<file path="src/rtl/packet_source_pkg.sv">
// Shared types and helpers for the packet_t link: packet layout, LFSR step and destination mapping.
package packet_source_pkg;

    localparam int PORT_BITS = 8;
    localparam int TS_BITS   = 16;
    localparam int DATA_BITS = 32;

    // Fibonacci taps 16,14,13,11 expressed as state bit positions 15,13,12,10.
    localparam logic [15:0] LFSR_TAPS = 16'hB400;

    typedef struct packed {
        logic                 valid;
        logic [PORT_BITS-1:0] dest;
        logic [DATA_BITS-1:0] data;
    } packet_t;

    function automatic logic [15:0] lfsr_next(input logic [15:0] s);
        return {s[14:0], ^(s & LFSR_TAPS)};
    endfunction

    // A source never targets itself: its own index is bumped to the next port.
    function automatic logic [PORT_BITS-1:0] map_dest(input logic [7:0] r, input int ports,
                                                      input int self_port);
        int d;
        d = int'(r) % ports;
        if (d == self_port) d = (d + 1) % ports;
        return d[PORT_BITS-1:0];
    endfunction

endpackage

</file>
<file path="src/rtl/packet_source_fifo.sv">
// Synchronous packet_t FIFO; a push is legal while full when a pop happens the same cycle.
module pkt_fifo
    import packet_source_pkg::*;
#(
    parameter int DEPTH = 8
) (
    input  logic                     clk,
    input  logic                     rst,
    input  logic                     push,
    input  packet_t                  push_pkt,
    input  logic                     pop,
    output packet_t                  head,
    output logic                     full,
    output logic                     empty,
    output logic [$clog2(DEPTH):0]   level
);
    localparam int AW = $clog2(DEPTH);

    logic [AW:0]            wr_q, wr_d, rd_q, rd_d;
    packet_t [DEPTH-1:0]    mem_q, mem_d;

    always_comb begin
        wr_d  = wr_q;
        rd_d  = rd_q;
        mem_d = mem_q;
        if (push) begin
            mem_d[wr_q[AW-1:0]] = push_pkt;
            wr_d                = wr_q + 1'b1;
        end
        if (pop) rd_d = rd_q + 1'b1;
    end

    assign level = wr_q - rd_q;
    assign full  = (level == (AW+1)'(DEPTH));
    assign empty = (level == '0);
    assign head  = mem_q[rd_q[AW-1:0]];

    always_ff @(posedge clk or posedge rst) begin
        if (rst) begin
            wr_q <= '0;
            rd_q <= '0;
        end else begin
            wr_q <= wr_d;
            rd_q <= rd_d;
        end
    end

    // Storage needs no reset: only entries between the pointers are ever read.
    always_ff @(posedge clk) begin
        mem_q <= mem_d;
    end

endmodule

</file>
<file path="src/rtl/packet_source.sv">
// Per-port Bernoulli traffic generator: LFSR-driven injection into a FIFO, drained through a
// registered valid/ready output stage.
module packet_source
    import packet_source_pkg::*;
#(
    parameter int          port_no    = 0,
    parameter int          PORTS      = 8,
    parameter int          FIFO_DEPTH = 8,
    parameter logic [7:0]  RATE       = 8'd64,
    parameter logic [15:0] SEED       = 16'hACE1
) (
    input  logic                          clk,
    input  logic                          rst,
    input  logic                          enable,
    input  logic [TS_BITS-1:0]            timestamp,
    input  logic                          tx_ready,
    output packet_t                       pkt_tx,
    output logic [15:0]                   pkt_count,
    output logic [15:0]                   drop_count,
    output logic [$clog2(FIFO_DEPTH):0]   fifo_level
);
    logic [15:0] lfsr_q, lfsr_d;
    packet_t     out_q, out_d;
    logic [15:0] pkt_count_q, pkt_count_d;
    logic [15:0] drop_count_q, drop_count_d;

    packet_t gen_pkt, head;
    logic    gen, load, pop, push, full, empty;

    always_comb begin
        gen    = enable && (lfsr_q[7:0] < RATE);
        lfsr_d = enable ? lfsr_next(lfsr_q) : lfsr_q;

        gen_pkt                   = '0;
        gen_pkt.valid             = 1'b1;
        gen_pkt.dest              = map_dest(lfsr_q[15:8], PORTS, port_no);
        gen_pkt.data[TS_BITS-1:0] = timestamp;

        // The output register refills whenever it is empty or being handed off this cycle.
        load = !out_q.valid || tx_ready;
        pop  = load && !empty;
        push = gen && (!full || pop);

        out_d = out_q;
        if (load) out_d = empty ? '0 : head;

        pkt_count_d  = pkt_count_q + {15'd0, out_q.valid & tx_ready};
        drop_count_d = drop_count_q;
        if (gen && full && !pop && drop_count_q != 16'hFFFF)
            drop_count_d = drop_count_q + 16'd1;
    end

    pkt_fifo #(.DEPTH(FIFO_DEPTH)) u_fifo (
        .clk      (clk),
        .rst      (rst),
        .push     (push),
        .push_pkt (gen_pkt),
        .pop      (pop),
        .head     (head),
        .full     (full),
        .empty    (empty),
        .level    (fifo_level)
    );

    always_ff @(posedge clk or posedge rst) begin
        if (rst) begin
            lfsr_q       <= SEED;
            out_q        <= '0;
            pkt_count_q  <= '0;
            drop_count_q <= '0;
        end else begin
            lfsr_q       <= lfsr_d;
            out_q        <= out_d;
            pkt_count_q  <= pkt_count_d;
            drop_count_q <= drop_count_d;
        end
    end

    assign pkt_tx     = out_q;
    assign pkt_count  = pkt_count_q;
    assign drop_count = drop_count_q;

endmodule

</file>
<file path="config.mk">
export PLATFORM = sky130hd
export DESIGN_NAME = packet_source
export DESIGN_NICKNAME = d
export VERILOG_FILES = /design/src/rtl/packet_source_pkg.sv /design/src/rtl/packet_source_fifo.sv /design/src/rtl/packet_source.sv
export SDC_FILE = /design/constraint.sdc
export NUM_CORES = 1
export LEC_CHECK = 0
export CORE_UTILIZATION = 57
export DETAILED_ROUTE_END_ITERATION = 6
export DONT_BUFFER_PORTS = 1
export PLACE_DENSITY = 0.8
export RECOVER_POWER = 25
export SLEW_MARGIN = 30
export SYNTH_ARGS = -nofsm -noshare
export SYNTH_HDL_FRONTEND = slang
export SYNTH_SLANG_ARGS = --single-unit
</file>
<file path="constraint.sdc">
create_clock -name clk -period 4.6 [get_ports clk]
set_input_delay 0.69 -clock clk [delete_from_list [all_inputs] [get_ports clk]]
set_output_delay 0.69 -clock clk [all_outputs]
set_load 0.005 [all_outputs]
</file>
# [Yosys cells after proc, flatten, opt, wreduce, memory -nomap -nowiden]
# Cells that the tools add are included.
# W data, S select, Z words.
[op_classes] n_bitwise=2 addsub=6 n_mul=0 n_shift=0 div=0 n_reduce_logical=17 magnitude_cmp=4 mux=7 n_eq_ne=2
[ops] op="$bwmux W328" count=1
[ops] op="$bmux W41 S3" count=1
[ops] op="$demux W41 S3" count=1
[ops] op="$mux W41" count=3
[ops] op="$logic_not A32 Y1" count=1
[ops] op="$add A16 B1 Y16" count=1
[ops] op="$add A16 B1 Y16 const B" count=1
[ops] op="$ne A16 B16 Y1 const B" count=1
[ops] op="$reduce_xor A16 Y1" count=1
[ops] op="$add A4 B1 Y4 const B" count=2
[ops] op="$lt A3 B4 Y1 const B" count=2
[ops] op="$lt A8 B7 Y1 const B" count=1
[ops] op="$mux W8" count=1
[ops] op="$logic_and A1 B1 Y1" count=7
[ops] op="$eq A4 B4 Y1 const B" count=1
[ops] op="$logic_not A1 Y1" count=4
[ops] op="$logic_not A4 Y1" count=1
[ops] op="$sub A4 B4 Y4" count=1
[ops] op="$add A3 B1 Y3 const B" count=1
[ops] op="$ge A3 B1 Y1 const B" count=1
[ops] op="$reduce_or A3 Y1" count=1
[ops] op="$logic_or A1 B1 Y1" count=2
[ops] op="$and A1 B1 Y1" count=1
[ops] op="$and A1 B1 Y1 const A" count=1
[totals] romBits=0 ff_bits=425 elab_cells=70 inputBits=20 out_inout_bits=77 memories=0 ramBits=0 latch_bits=0

# [Longest topological paths before layout]
# Gate-level depths: netlist of the first run.
[depth] depth_word=7 depth_mapped=11 depth_no_buf=9

# [Modules after synthesis]
# A second synthesis of the first run with hierarchy kept.
[unflattened] cells_unflattened=972 area_unflattened_um2=16628.4
[by_module_without_submodules] mod="pkt_fifo" instances=1 cells_per_inst=615 area_each_um2=12842.3 seq_area_each_um2=10049.6
[by_module_without_submodules] mod="packet_source" instances=1 cells_per_inst=357 area_each_um2=3786.1 seq_area_each_um2=2237.1

# [Least setup slack after synthesis of the first run]
# OpenSTA, ideal clock, no wires.
[synth_path] kind="register to register" from="register u_fifo.rd_q[1]" to="register u_fifo.mem_q[114] (netlist name) (enable)" n_path_buf=2 period_less_slack_ns=4.637 setup_ns=0.451 path_stages_with_launch=9 arrival_ns=4.187 slack_ns=-0.037 path_cell_list="dfrtp_1 > clkbuf_1 > clkbuf_1 > inv_1 > fa_1 > and4b_1 > nand3_2 > nand2_1 > nor4b_1"
[synth_between] elab_chain_cells=6
[synth_lines] item="from (decl)" line="packet_source_fifo.sv:19" text="logic [AW:0] wr_q, wr_d, rd_q, rd_d;"
[synth_lines] item="from (signal assigned)" line="packet_source_fifo.sv:44" text="rd_q <= rd_d;"
[synth_lines] item="$sub A4 B4 Y4 (*)" line="packet_source_fifo.sv:33" text="assign level = wr_q - rd_q;"
[synth_lines] item="via fifo_level[1]" line="packet_source.sv:20" text="output logic [$clog2(FIFO_DEPTH):0] fifo_level"
[synth_lines] item="$logic_not A4 Y1" line="packet_source_fifo.sv:35" text="assign empty = (level == '0);"
[synth_lines] item="$logic_not A1 Y1" line="packet_source.sv:41" text="pop = load && !empty;"
[synth_lines] item="$logic_and A1 B1 Y1" line="packet_source.sv:41"
[synth_lines] item="$logic_or A1 B1 Y1 (*)" line="packet_source.sv:42" text="push = gen && (!full || pop);"
[synth_lines] item="$logic_and A1 B1 Y1 (*)" line="packet_source.sv:42"
[synth_lines] item="to (signal assigned)" line="packet_source_fifo.sv:50" text="mem_q <= mem_d;"
[synth_lines] item="to (decl)" line="packet_source_fifo.sv:20" text="packet_t [DEPTH-1:0] mem_q, mem_d;"
# The timed path passes the listed nets; every way through them passes the cells marked *.
# A chain may end at the register's enable or synchronous reset.

# [Final worst setup path of the first run]
[layout_path] from="register u_fifo.wr_q[0]" to="register u_fifo.mem_q[301] (netlist name) (enable)"
[layout_between] elab_chain_cells=6
[layout_lines] item="from (decl)" line="packet_source_fifo.sv:19"
[layout_lines] item="from (signal assigned)" line="packet_source_fifo.sv:43" text="wr_q <= wr_d;"
[layout_lines] item="$sub A4 B4 Y4 (*)" line="packet_source_fifo.sv:33"
[layout_lines] item="via fifo_level[1]" line="packet_source.sv:20"
[layout_lines] item="$logic_not A4 Y1" line="packet_source_fifo.sv:35"
[layout_lines] item="$logic_not A1 Y1" line="packet_source.sv:41"
[layout_lines] item="$logic_and A1 B1 Y1" line="packet_source.sv:41"
[layout_lines] item="$logic_or A1 B1 Y1 (*)" line="packet_source.sv:42"
[layout_lines] item="$logic_and A1 B1 Y1 (*)" line="packet_source.sv:42"
# Marked as above.

==> impl_metrics.yaml, run 1 <==
cts:
  cts_tree: "done"
  post-cts-setup-buffer-count: 0
  numClockSinks: 228
  insertion_delay_ns: 0.50
  h-tree-depth: 1
  root_buffer: "clkbuf_16"
  cts_made_buffers: 23
  holdBufCountCts: 0
  clk_pin_slew_ns: 0.06
  clock_path_buffers: 3
  cts_resized: 0
status:
  status: "completed"
placed_design:
  dpl.cell_count: 752
  place_hpwl_um: 9830
  dp_slack_ns: 1.18
  routabilityCongestion: 0.773
  numPortBuffers: 0
cells_and_area:
  antenna_cells: 0
  regArea_sq_um: 6480
  fin_nets: 592
  finalNonFillerCells: 794
  layout-drive-gt1-share_pct: 21.6
  area_delta_synth_final_pct: 10.2
  final_core_util_pct: 64.5
  multi_input_area_sq_um: 2660
  num-fill-cells: 1056
synthesis:
  syn_area_sq_um: 9330
  seq_area_frac_synth_pct: 69.4
  synth_edf_count: 152
  yosys_most_used_dff: "edfxtp_1"
  ys_ff_latch: 228
  synth.avg_cell_area_sq_um: 17.0
  async_flop_share_pct: 33.3
  syn_inst: 550
  yosys_warnings: 0
  synth.distinct_cells: 43
setup_path:
  crit_type: "reg -> reg"
  critPathMaxFanout: 19
  cp-startpoint: "u_fifo.wr_q[0]"
  required_ns: 4.57
  r2r-start: "u_fifo.wr_q[0]"
  arrival_ns: 3.68
  critPathLaunchType: "flop"
  worstSetupEndpointType: "flop"
  reg2reg_depth: 8
  r2r_slack_ns: 0.89
run:
  maxCapViolCount: 0
grt:
  first_global_vias: 4718
  grt_max_degree: 49
  grt.total_usage_pct: 20.8
  grt_pass1_wl_um: 25800
  antenna_found_initial: 0
  grt-ovfl-total: 0
sta:
  max_freq_mhz: 269
  finalCritPeriodShare_pct: 80.7
  rsz0062_at_grt: "no"
  clock_skew_ns: 0.00926
  fin_setup_tns_ns: 0
  fin_ws_ns: 0.888
  relSlewSlack_pct: 37.3
  worst_pin_slew_ns: 0.941
  setup_violations: 0
  hold_viol: 0
  period_minus_slack_ns: 3.71
  slew_viol_final: 0
drt:
  drc_errors: 0
  drt_iter0_drc: 312
  drt_wl_total_um: 16700
  antenna_left: 0
  vias_per_cell: 5.89
  dr_total_vias: 4673
  routedWlPerCell_um: 21.0
  first_pass_iters: 4
floorplan:
  die_w_um: 130
  die_h_um: 130
  num_rows: 46
  coreArea_sq_um: 15900
  start_util_pct: 58.5
  fp.dieArea_sq_um: 16900
  io_pins: 97
pwr:
  power.density_nw_per_um2: 609
  power_leakage_nw: 3.79
  vdd_drop_max_mv: 0.367
min_path:
  hp-class: "in -> async"
[layout by cell type, fill, tap and decap left out, drive strengths merged, types with 2 or more instances in the layout]
| cell | n |
|---|---|
| a21o | 2 |
| a21oi | 2 |
| and2 | 3 |
| and3 | 4 |
| buf | 13 |
| bufinv | 2 |
| clkbuf | 29 |
| clkinv | 11 |
| conb | 21 |
| dfrtp | 68 |
| dfstp | 8 |
| edfxtp | 152 |
| ha | 10 |
| inv | 15 |
| mux2 | 17 |
| mux2i | 20 |
| mux4 | 38 |
| nand2 | 34 |
| nand2b | 2 |
| nand3 | 15 |
| nand4 | 7 |
| nor2 | 9 |
| nor2b | 2 |
| nor3 | 12 |
| nor3b | 2 |
| nor4 | 10 |
| o21ai | 2 |
| o31ai | 19 |
| xnor2 | 24 |
| xor2 | 16 |
[sequential cells by signal, summed over array words and instances (netlist names)]
name and flops:
lfsr_q 16, drop_count 16, pkt_tx 20, pkt_count 16, u_fifo.mem_q 152, u_fifo.rd_q 4, u_fifo.wr_q 4
[cells by family after synthesis]
kind of cell	share of synthesized area, %
flops	69.4
xor+xnor	3.76
buf+inv	3.50
simple gates	6.14
mux	13.4
compound gates	2.20
other cells	0.0402
fa+ha+maj	1.56
[final cells by class]
class,instances,area share [%]
multi-input combinational,279,25.8
timing repair buffer,13,0.950
inverter,16,0.597
clock buffer,29,5.82
tap,216,2.63
clock inverter,13,1.14
sequential,228,63.0
[final timing paths]
| kind | endpoint |
|---|---|
| hold / removal | pkt_count[3] |
| setup / recovery | u_fifo.mem_q[301] |
| hold reg to reg | lfsr_q[0] |
| max in group asynchronous | u_fifo.rd_q[0] |
| setup reg to reg | u_fifo.mem_q[301] |
| min in group clk | lfsr_q[0] |
[power by group]
group	switching, mW	total [mW]	leakage, nW	internal, mW
Clock	0.738	1.77	0.352	1.04
Combinational	0.900	1.65	1.14	0.754
Sequential	0.255	2.83	2.29	2.58
[worst max-delay path: stages (launching register included)]
cell      delay (ns)
dfrtp_1         0.60
inv_1           0.17
ha_1            0.22
inv_1           0.07
fa_1            0.50
and4b_1         0.30
nand3_2         0.32
nand3_1         0.24
clkinv_1        0.74
[per-layer routing]
| layer | track usage (%) | share of wire [%] | up-vias |
|---|---|---|---|
| li1 | - | - | 2058 |
| met5 | 0 | 0 | - |
| met1 | 27.8 | 41 | 2384 |
| met4 | 9.30 | 3.2 | 0 |
| met3 | 3.90 | 7.2 | 43 |
| met2 | 33.6 | 49 | 188 |
[synth_stat cells (all sizes together) (2+ instances only)]
cell,count,area share (%)
a21o,2,0.16
a21oi,2,0.11
and2,3,0.20
and3,4,0.27
buf,33,2.3
clkbuf,14,0.56
dfrtp,68,18
dfstp,8,2.3
edfxtp,152,49
ha,10,1.3
inv,16,0.64
mux2,17,2.1
mux2i,20,2.1
mux4,38,9.2
nand2,34,1.4
nand2b,2,0.13
nand3,15,0.91
nand4,7,0.54
nor2,9,0.36
nor2b,2,0.13
nor3,12,0.64
nor3b,2,0.16
nor4,10,0.90
o21ai,2,0.11
o31ai,19,1.5
xnor2,24,2.3
xor2,16,1.5
[stage by stage]
step	total power [mW]	instance area (sq um)	hold slack [ns]
5_1_grt	6.57	10300	0.109
2_1_floorplan	4.13	9410	0.460
3_5_place_dp	4.53	9560	0.479
6_report	6.26	10300	0.0829
4_1_cts	6.32	10300	0.0862
3_3_place_gp	4.44	9560	0.475
(Power assumes the default switching activity.)
==> run 2: changes to the inputs <==
==> constraint.sdc (replaced) <==
create_clock -name clk -period 3.15 [get_ports clk]
set_input_delay 0.4725 -clock clk [delete_from_list [all_inputs] [get_ports clk]]
set_output_delay 0.4725 -clock clk [all_outputs]
set_load 0.005 [all_outputs]
==> run 2 against run 1 <==
Against the previous run:
- sequential share of layout area shrank 0.66 points
- sequential power grew 44%
- largest cell class unchanged
- worst hold slack lost 0.058 ns
- cell area grew 1.1%
- routed wire length shrank 0.67%
- clock skew grew 0.0025 ns
- die area is the same
- maximum frequency grew 27%
==> impl_metrics.yaml, run 2 (synthesized netlist as in run 1, its figures left out) <==
cts:
  holdBufCountCts: 1
  h-tree-depth: 1
  root_buffer: "clkbuf_16"
  cts_made_buffers: 23
  cts_tree: "done"
  clk_pin_slew_ns: 0.06
  numClockSinks: 228
  insertion_delay_ns: 0.50
  cts_resized: 0
  post-cts-setup-buffer-count: 0
  clock_path_buffers: 3
sta:
  clock_skew_ns: 0.0118
  fin_setup_tns_ns: 0
  max_freq_mhz: 343
  fin_ws_ns: 0.235
  period_minus_slack_ns: 2.92
  whs_ns: 0.0251
  worst_pin_slew_ns: 0.811
  slew_viol_final: 0
  setup_violations: 0
  hold_viol: 0
  rsz0062_at_grt: "no"
  relSlewSlack_pct: 45.9
  finalCritPeriodShare_pct: 92.5
cells_and_area:
  layout-drive-gt1-share_pct: 22.9
  layout_common_cells: "edfxtp_1 (152), dfrtp_1 (67), mux4_2 (38)"
  top_register: "u_fifo.mem_q"
  area_delta_synth_final_pct: 11.3
  fin_nets: 599
  largest_reg_flops: 152
  antenna_cells: 0
  num-fill-cells: 1063
  layout_commonest_cell: "edfxtp_1"
  final_area_sq_um: 10400
setup_path:
  arrival_ns: 3.09
  critPathMaxFanout: 19
  cp_top_family: "simple AND/OR/NAND/NOR gates"
  crit_type: "reg -> reg"
  required_ns: 3.32
  cp_num_buf_inv: 3
  r2r_slack_ns: 0.23
  cpPeakStageDelay_ns: 0.59
  cpMaxStageDelayCell: "fa_2"
  cp_cell_sequence: "inv_2, ha_1, inv_1, fa_2, and4b_1, nand3_4, nand2_4, nor4b_4, buf_4"
  worstSetupEndpointType: "flop"
  critPathLaunchType: "flop"
drt:
  drt_wl_total_um: 16500
  dr_total_vias: 4662
  routedWlPerCell_um: 20.7
  first_pass_iters: 4
  drc_errors: 0
  drt_iter0_drc: 309
  vias_per_cell: 5.83
  antenna_left: 0
floorplan:
  die_w_um: 130
  io_pins: 97
  start_util_pct: 58.5
  die_h_um: 130
  coreArea_sq_um: 15900
  num_rows: 46
  fp.dieArea_sq_um: 16900
placed_design:
  placed_cell_area_sq_um: 9680
  numPortBuffers: 0
  routabilityCongestion: 0.768
  dp_slack_ns: 0.261
  place_hpwl_um: 10400
grt:
  grt-ovfl-total: 0
  antenna_found_initial: 0
  grt_max_degree: 62
  first_global_vias: 5037
  grt.total_usage_pct: 20.7
  grt_pass1_wl_um: 26200
min_path:
  hp-class: "in -> reg"
pwr:
  power.density_nw_per_um2: 885
  vdd_drop_max_mv: 0.592
  power_leakage_nw: 3.84
status:
  status: "completed"
run:
  maxCapViolCount: 0
[run 2: cell count changes in the layout (fill, tap and decap cells not counted), moves of 3 or more]
cell      previous run  this run
clkbuf_8             0         4
clkinv_1             4         1
clkinv_2             7         4
buf_4               13        19
nor3_4               0         3
nor3_2               3         0
[run 2: layout make-up]
| type | count | area (sq um) | share of cell area (%) |
|---|---|---|---|
| timing repair buffer | 20 | 153 | 1.47 |
| multi-input combinational | 279 | 2730 | 26.3 |
| sequential | 228 | 6480 | 62.4 |
| inverter | 16 | 65.1 | 0.626 |
| clock inverter | 6 | 32.5 | 0.313 |
| clock buffer | 35 | 661 | 6.36 |
| tap | 216 | 270 | 2.60 |
[run 2: metal layers]
| metal | global-route usage, % | part of all wire (%) | vias up |
|---|---|---|---|
| li1 | - | - | 2080 |
| met1 | 26.1 | 39 | 2391 |
| met3 | 4.43 | 7.7 | 26 |
| met2 | 35.9 | 51 | 165 |
| met5 | 0 | 0 | - |
| met4 | 7.11 | 2.3 | 0 |
[run 2: worst paths after layout]
check | startpoint | end | cells after the start
min | enable | lfsr_q[0] | 1
max in group asynchronous | rst | drop_count[12] | 3
max reg2reg | u_fifo.wr_q[0] | u_fifo.mem_q[94] | 9
max | u_fifo.wr_q[0] | u_fifo.mem_q[94] | 9
min in group asynchronous | rst | pkt_count[1] | 2
min reg2reg | u_fifo.rd_q[3] | u_fifo.rd_q[3] | 1
[run 2: stage by stage]
stage	power (mW)	util [%]	cells
final	9.20	65.1	800
after global routing	9.69	65.1	800
after CTS	9.32	65.1	800
after detailed placement	6.80	60.7	758
after global placement	6.66	60.7	758
after floorplan	6.16	-	570
[run 2: report_power, final]
part	leakage (nW)	total [mW]	switching [mW]	internal (mW)
Clock	0.343	2.48	1.04	1.44
Combinational	1.21	2.64	1.45	1.19
Sequential	2.29	4.07	0.306	3.77
==> run 3: changes to the inputs <==
--- a/config.mk
+++ b/config.mk
@@ -5,6 +5,8 @@
 export SDC_FILE = /design/constraint.sdc
 export NUM_CORES = 1
 export LEC_CHECK = 0
+export CORE_ASPECT_RATIO = 1.2
+export CORE_MARGIN = 2
 export CORE_UTILIZATION = 57
 export DETAILED_ROUTE_END_ITERATION = 6
 export DONT_BUFFER_PORTS = 1
==> run 3 against run 2 <==
Against the previous run:
- clock-buffer cell count is 9 lower
- cell area grew 0.61%
- sequential share of layout area shrank 0.38 points
- global-route usage decreased by 0.30 points
- routed wire length up 4.2%
- maximum frequency fell by 1.1%
- critical path depth did not move
- via count grew 0.19%
- register-to-register slack got worse by 0.03 ns
- largest power group unchanged
- flip-flop and latch count unchanged
- combinational power is essentially flat
==> impl_metrics.yaml, run 3 (synthesized netlist as in run 1, its figures left out) <==
drt:
  routedWlPerCell_um: 21.7
  first_pass_iters: 4
  vias_per_cell: 5.87
  drc_errors: 0
  dr_total_vias: 4671
  antenna_left: 0
  drt_iter0_drc: 319
  drt_wl_total_um: 17200
cells_and_area:
  regArea_sq_um: 6480
  largest_reg_flops: 152
  top_register: "u_fifo.mem_q"
  layout_common_cells: "edfxtp_1 (152), dfrtp_1 (67), mux4_2 (38)"
  multi_input_area_sq_um: 2730
  layout-drive-gt1-share_pct: 23.5
  finalNonFillerCells: 796
  layout_commonest_cell: "edfxtp_1"
  area_delta_synth_final_pct: 12.0
  num-fill-cells: 1078
  antenna_cells: 0
  fin_nets: 599
grt:
  grt-ovfl-total: 0
  grt_max_degree: 43
  grt.total_usage_pct: 20.4
  first_global_vias: 5131
  grt_pass1_wl_um: 27000
  antenna_found_initial: 0
cts:
  cts_tree: "done"
  numClockSinks: 228
  post-cts-setup-buffer-count: 0
  insertion_delay_ns: 0.52
  clk_pin_slew_ns: 0.07
  cts_resized: 0
  h-tree-depth: 1
  clock_path_buffers: 3
  cts_made_buffers: 22
  root_buffer: "clkbuf_16"
floorplan:
  die_w_um: 121
  io_pins: 97
  die_h_um: 144
  fp.dieArea_sq_um: 17400
  num_rows: 51
  coreArea_sq_um: 16100
  start_util_pct: 57.8
setup_path:
  arrival_ns: 3.12
  cp_cell_sequence: "inv_2, ha_1, inv_1, fa_2, and4b_1, nand3_4, nand2_4, nor4b_4, buf_4"
  critPathLaunchType: "flop"
  required_ns: 3.32
  worstSetupEndpointType: "flop"
  cpPeakStageDelay_ns: 0.60
  cpMaxStageDelayCell: "fa_2"
  crit_type: "reg -> reg"
  critPathMaxFanout: 19
  r2r_slack_ns: 0.20
sta:
  whs_ns: 0.0301
  slew_viol_final: 0
  rsz0062_at_grt: "no"
  fin_setup_tns_ns: 0
  worst_pin_slew_ns: 0.776
  setup_violations: 0
  relSlewSlack_pct: 47.9
  clock_skew_ns: 0.0175
  hold_viol: 0
  max_freq_mhz: 339
  period_minus_slack_ns: 2.95
  finalCritPeriodShare_pct: 93.6
placed_design:
  numPortBuffers: 0
  dpl.cell_count: 755
  routabilityCongestion: 0.771
  place_hpwl_um: 10500
min_path:
  hp-class: "in -> reg"
pwr:
  pwr-share-clk_pct: 28.8
  p_sw_share_pct: 30.3
  power_switching_mw: 2.87
  power.density_nw_per_um2: 906
  p_int_mw: 6.59
  p_comb_share_pct: 28.1
  p_seq_share_pct: 43.0
  power_leakage_nw: 3.87
  vdd_drop_max_mv: 0.619
run:
  maxCapViolCount: 0
status:
  status: "completed"
## run 3: changes by cell type in the layout (fill, tap and decap cells not counted), sizes merged
cell	delta
clkbuf	-9
clkinvlp	+2
clkinv	+2
bufinv	+4
buf	+1
## run 3: metal layers
layer	up-vias	GRT usage (%)	wire (um)	share of wire, %
met5	-	0	0	0
met4	0	8.57	541	3.1
met3	41	4.61	1170	6.8
met2	180	36.5	9020	52
met1	2376	23.8	6520	38
li1	2074	-	-	-
## run 3: per-stage QoR
step	utilization [%]	area, sq um	worst slack [ns]	power [mW]
2_1_floorplan	-	9530	0.000502	6.16
3_3_place_gp	60.0	9680	0.306	6.68
3_5_place_dp	60.0	9680	0.241	6.80
4_1_cts	64.7	10500	0.193	9.57
5_1_grt	64.7	10500	0.0581	9.94
6_report	64.7	10500	0.201	9.47
## run 3: critical path: cells and delay by family (launching register included)
kind                       cells  cell delay, ns
adders and majority gates      2            0.77
buffers and inverters          3            0.52
DFF                            1            0.40
and+or+nand+nor                4            0.92
## run 3: area by class of cell
type	count	share of cell area, %
well taps	212	2.54
clock inverters	14	1.75
repair buffers	21	1.53
flip-flops and latches	228	62.0
inverters	16	0.587
clock buffers	26	5.51
multi-input cells	279	26.1
## run 3: final timing paths
kind / cells past startpoint / startpoint / to
min: 1 / enable / lfsr_q[0]
max in group asynchronous: 3 / rst / lfsr_q[13]
max: 9 / u_fifo.wr_q[0] / u_fifo.mem_q[86]
min in group asynchronous: 2 / rst / u_fifo.wr_q[2]
min reg2reg: 1 / pkt_count[15] / pkt_count[15]
max reg2reg: 9 / u_fifo.wr_q[0] / u_fifo.mem_q[86]
## run 3: repair_timing
action	in CTS	in global routing
setup endpoints to repair	0	0
hold buffers	1	0
endpoints found under the hold margin	11	0
## run 3: power by group through the flow
| stage | clock network, mW | registers (mW) | logic, mW |
|---|---|---|---|
| floorplan | 0 | 4.04 | 2.12 |
| global placement | 0 | 4.10 | 2.58 |
| detailed placement | 0 | 4.13 | 2.67 |
| CTS | 2.78 | 4.08 | 2.70 |
| global route | 2.89 | 4.13 | 2.92 |
| finish | 2.73 | 4.07 | 2.66 |
==> RTL edit 1, RTL diff (config.mk and constraints of run 2) <==
`wr_q` no longer has a reset.
--- a/src/rtl/packet_source_fifo.sv
+++ b/src/rtl/packet_source_fifo.sv
@@ -38,10 +38,12 @@
     always_ff @(posedge clk or posedge rst) begin
         if (rst) begin
-            wr_q <= '0;
             rd_q <= '0;
         end else begin
-            wr_q <= wr_d;
             rd_q <= rd_d;
         end
+    end
+
+    always_ff @(posedge clk) begin
+        wr_q <= wr_d;
     end
 
Formal check against the unedited RTL: differs if rst is asserted again (counterexample within 10 cycles, from zero or initial values and one cycle with rst high); with rst held inactive, the same outputs for 10 cycles.
==> RTL edit 1 against run 2 <==
The flow now finishes with violations (hold timing); cell count down 0.38%; synthesized area shrank 0.52%; sequential power down 1%; routed wire length decreased by 0.42%; die area shrank 0.51%; sequential cell count unchanged; setup slack worse by 0.027 ns; final area fell by 1.0%; power decreased by 4.4%.
==> RTL edit 1: results (changes against run 2) <==
sta:
  finalHoldViolCount: 1  # was 0
  finalClockSkew_ns: 0.0123  # was 0.0118 ns
  hold_slack_ns: -0.000265  # was 0.0251 ns
  worst-slew-pin-transition_ns: 0.831  # was 0.811 ns
power_and_ir_drop:
  total_leakage_power_uw: 0.00378  # was 0.00384 uW
  ir_worst_vdd_uv: 653  # was 592 uV
  p_comb_uw: 2160  # was 2640 uW
detailed_routing:
  wl_per_cell_um: 20.7  # about the same
  wirelength_met1_mm: 6.36  # was 6.53 mm
  routed-wl-met3_mm: 1.17  # was 1.27 mm
  drt-vias-per-instance: 5.80  # was 5.83
  wl_met2_mm: 8.48  # was 8.37 mm
yosys:
  synth_edf_count: 156  # was 152
  ys_seq_area_share_pct: 70.0  # was 69.4%
  netlist-cell-type-count: 38  # was 43
  ys_async_sr_fraction_pct: 31.6  # was 33.3%
  synth_area_leaders: "edfxtp_1 50%, dfrtp_1 17%, mux4_2 9.2%, xnor2_1 2.6%, dfstp_2 2.3%"  # was edfxtp_1 49%, dfrtp_1 18%, mux4_2 9.2%, dfstp_2 2.3%, xnor2_1 2.3%
finish:
  final_layout_size_suffix_gt1_share_pct: 20.0  # was 22.9%
  multi_input_area_share_pct: 25.1  # was 26.3%
  clock_buffers: 30  # was 35
  fin_util_pct: 64.7  # was 65.1%
  clkCellAreaFrac_pct: 7.24  # was 6.67%
  inverters: 10  # was 16
  nNetsFinal: 597  # was 599
  buf_share_pct: 1.41  # was 1.47%
  buffers: 19  # was 20
  fill_cells: 1075  # was 1063
outcome:
  violations: "hold timing"
  status: "finished, violations left"  # was complete, no violations
global_route:
  grt_max_degree: 43  # was 62
  grt_pass1_wl_mm: 25.4  # was 26.2 mm
  grt_pass1_vias: 4854  # was 5037
placement:
  placed_cell_area_um2: 9520  # was 9680 um^2
  dp_hpwl_mm: 10.0  # was 10.4 mm
clock_tree:
  clock_latency_ns: 0.53  # was 0.50 ns
setup_path:
  slowest_stage: "fa_1"  # was fa_2
  arrival_ns: 3.14  # was 3.09 ns
min_path:
  hold_class: "in -> async"  # was in -> reg
-- RTL edit 1: final timing paths --
path | end | slack [ns] | cells after the start
setup / recovery | u_fifo.mem_q[295] | 0.21 | 9
hold / removal | pkt_count[15] | -0.0003 | 1
setup reg to reg | u_fifo.mem_q[295] | 0.21 | 9
hold reg to reg | u_fifo.rd_q[3] | 0.49 | 1
max in group asynchronous | lfsr_q[15] | 2.34 | 2
min in group clk | u_fifo.mem_q[8] | 0.04 | 0
-- RTL edit 1: layer usage --
layer  up-vias  track usage (%)
met4         0             7.05
met3        43             4.71
met2       165             36.3
li1       2065                -
met5         -                0
met1      2346             24.7
-- RTL edit 1: kinds of logic (layout without fill, tap and decap cells) --
| kind of cell | after synthesis | count (layout) | share of synthesized area [%] |
|---|---|---|---|
| DFF | 228 | 228 | 70.0 |
| and+or+nand+nor | 111 | 111 | 5.96 |
| muxes | 74 | 74 | 13.3 |
| buffers and inverters | 54 | 70 | 3.14 |
| xor gates and xnor gates | 39 | 39 | 3.68 |
| AOI/OAI and AO/OA | 27 | 27 | 2.27 |
| adders and majority gates | 11 | 11 | 1.56 |
| other | 1 | 21 | 0.0404 |
-- RTL edit 1: through the flow --
step / TNS [ns] / hold WS, ns / setup WS [ns] / std cells / total power [uW]
2_1_floorplan: -29.98 / 0.460 / -0.219 / 565 / 5720
3_3_place_gp: 0 / 0.477 / 0.431 / 755 / 6150
3_5_place_dp: 0 / 0.475 / 0.281 / 755 / 6250
4_1_cts: 0 / 0.0149 / 0.217 / 797 / 8890
5_1_grt: 0 / 0.0157 / 0.0967 / 797 / 9230
6_report: 0 / -0.000265 / 0.207 / 797 / 8790
-- RTL edit 1: timing repair --
| item | CTS | global route |
|---|---|---|
| resized for setup | 0 | 0 |
| endpoints found under the hold margin | 1 | 0 |
| hold buffers | 1 | 0 |
==> RTL edit 2, RTL diff (config.mk and constraints of run 2) <==
Without the edit above. Change the parameter `port_no` from 0 to 1.
--- a/src/rtl/packet_source.sv
+++ b/src/rtl/packet_source.sv
@@ -4,5 +4,5 @@
     import packet_source_pkg::*;
 #(
-    parameter int          port_no    = 0,
+    parameter int          port_no    = 1,
     parameter int          PORTS      = 8,
     parameter int          FIFO_DEPTH = 8,
Formal check against the unedited RTL: same outputs for any inputs over 10 cycles, from zero or initial values and one cycle with rst high; that may be too few to reach the edited logic, so the function may still have changed.
==> RTL edit 2 against run 2 <==
The run now ends with hold timing left; sequential cell count unchanged; sequential power up 1%; power up 4.2%; final area increased by 1.6%; routed wire length up 6.2%; cell count grew 0.50%; clock power up 11%; non-clock buffer count is 6 higher; synthesized area grew 0.39%; hold slack worse by 0.064 ns; global-route usage is 1.1 points higher; clock skew up 0.012 ns; setup slack better by 0.037 ns; critical endpoint is now drop_count[14].
==> RTL edit 2: results (changes against run 2) <==
detailed_routing:
  wl_met2_mm: 8.79  # was 8.37 mm
  top_layer: "met4"  # unchanged
  vias: 4763  # was 4662
  wl_per_cell_um: 21.9  # was 20.7 um
  wirelength_met1_mm: 7.01  # was 6.53 mm
  dr.pass1.iters: 5  # was 4
  routed-wl-met3_mm: 1.41  # was 1.27 mm
  drt_iter0_drc: 319  # was 309
global_route:
  use_met3_pct: 3.90  # was 4.43%
  grt_max_degree: 59  # was 62
  met2_usage_pct: 36.2  # was 35.9%
  grtUsageMet1_pct: 29.0  # was 26.1%
  grt_pass1_vias: 4854  # was 5037
  grt_pass1_wl_mm: 26.8  # was 26.2 mm
  track_usage_pct: 21.8  # was 20.7%
placement:
  pre_cts_slack_ns: 0.151  # was 0.261 ns
  dp_hpwl_mm: 10.6  # was 10.4 mm
  placed_cell_area_um2: 9750  # was 9680 um^2
  dpl.cell_count: 761  # was 758
  gp_congestion: 0.784  # was 0.768
yosys:
  muxShareOfSynthArea_pct: 13.3  # was 13.4%
  synthTopCellsByCount: "152 x edfxtp_1, 68 x dfrtp_1, 38 x mux4_2"  # unchanged
  netlist-cell-type-count: 41  # was 43
  synthAdderAreaFrac_pct: 1.55  # was 1.56%
  avgSynthCellArea_um2: 17.1  # was 17.0 um^2
  synth_area_leaders: "edfxtp_1 49%, dfrtp_1 18%, mux4_2 9.1%, dfstp_2 2.2%, mux2_2 2.2%"  # was edfxtp_1 49%, dfrtp_1 18%, mux4_2 9.2%, dfstp_2 2.3%, xnor2_1 2.3%
  synth-xor-area-share_pct: 3.74  # was 3.76%
  synth-compound-area-share_pct: 1.99  # was 2.20%
  ys_seq_area_share_pct: 69.2  # was 69.4%
power_and_ir_drop:
  power_frac_comb_pct: 28.3  # was 28.7%
  power_density_nw_per_um2: 909  # was 885 nW/um^2
  total_leakage_power_uw: 0.00391  # was 0.00384 uW
  switchingPower_uw: 2920  # was 2800 uW
  p_seq_share_pct: 42.9  # was 44.3%
  ir_worst_vdd_uv: 587  # was 592 uV
sta:
  hold_slack_ns: -0.0387  # was 0.0251 ns
  finalClockSkew_ns: 0.0240  # was 0.0118 ns
  slew_headroom_pct: 47.2  # was 45.9%
  finalHoldViolCount: 49  # was 0
setup_path:
  slowest_stage: "or3_1"  # was fa_2
  cpPeakStageDelay_ns: 0.40  # was 0.59 ns
  arrival_ns: 3.27  # was 3.09 ns
  r2r_cells: 10  # was 9
finish:
  fill_cells: 1020  # was 1063
  nNetsFinal: 602  # was 599
  final_layout_size_suffix_gt1_share_pct: 25.9  # was 22.9%
  diodes: 0  # unchanged
  ff_latch_area_um2: 6480  # unchanged
clock_tree:
  clock_latency_ns: 0.53  # was 0.50 ns
  cts_buffers: 23  # unchanged
floorplanning:
  fp.dieW_um: 130  # about the same
min_path:
  hold_class: "in -> async"  # was in -> reg
outcome:
  violations: "hold timing"
  status: "finished, violations left"  # was complete, no violations
RTL edit 2: final cells by class:
cell class,instances,area share [%]
tap,216,2.56
clock inverter,14,1.57
timing repair buffer,26,2.11
clock buffer,28,5.82
multi-input combinational,277,25.9
inverter,15,0.593
sequential,228,61.4
RTL edit 2: path summary, 6_finish.rpt:
kind	startpoint	endpoint	slack, ns
min reg2reg	pkt_count[15]	pkt_count[15]	0.50
min in group clk	enable	lfsr_q[0]	0.02
min	rst	pkt_tx[8]	-0.04
max reg2reg	u_fifo.wr_q[0]	drop_count[14]	0.27
max in group asynchronous	rst	drop_count[6]	2.45
max	u_fifo.wr_q[0]	drop_count[14]	0.27
RTL edit 2: timing repair:
item	4_1_cts	5_1_grt
resized for setup	0	1
buffers inserted	0	1
hold buffers	0	0
endpoints found under the setup margin	0	19
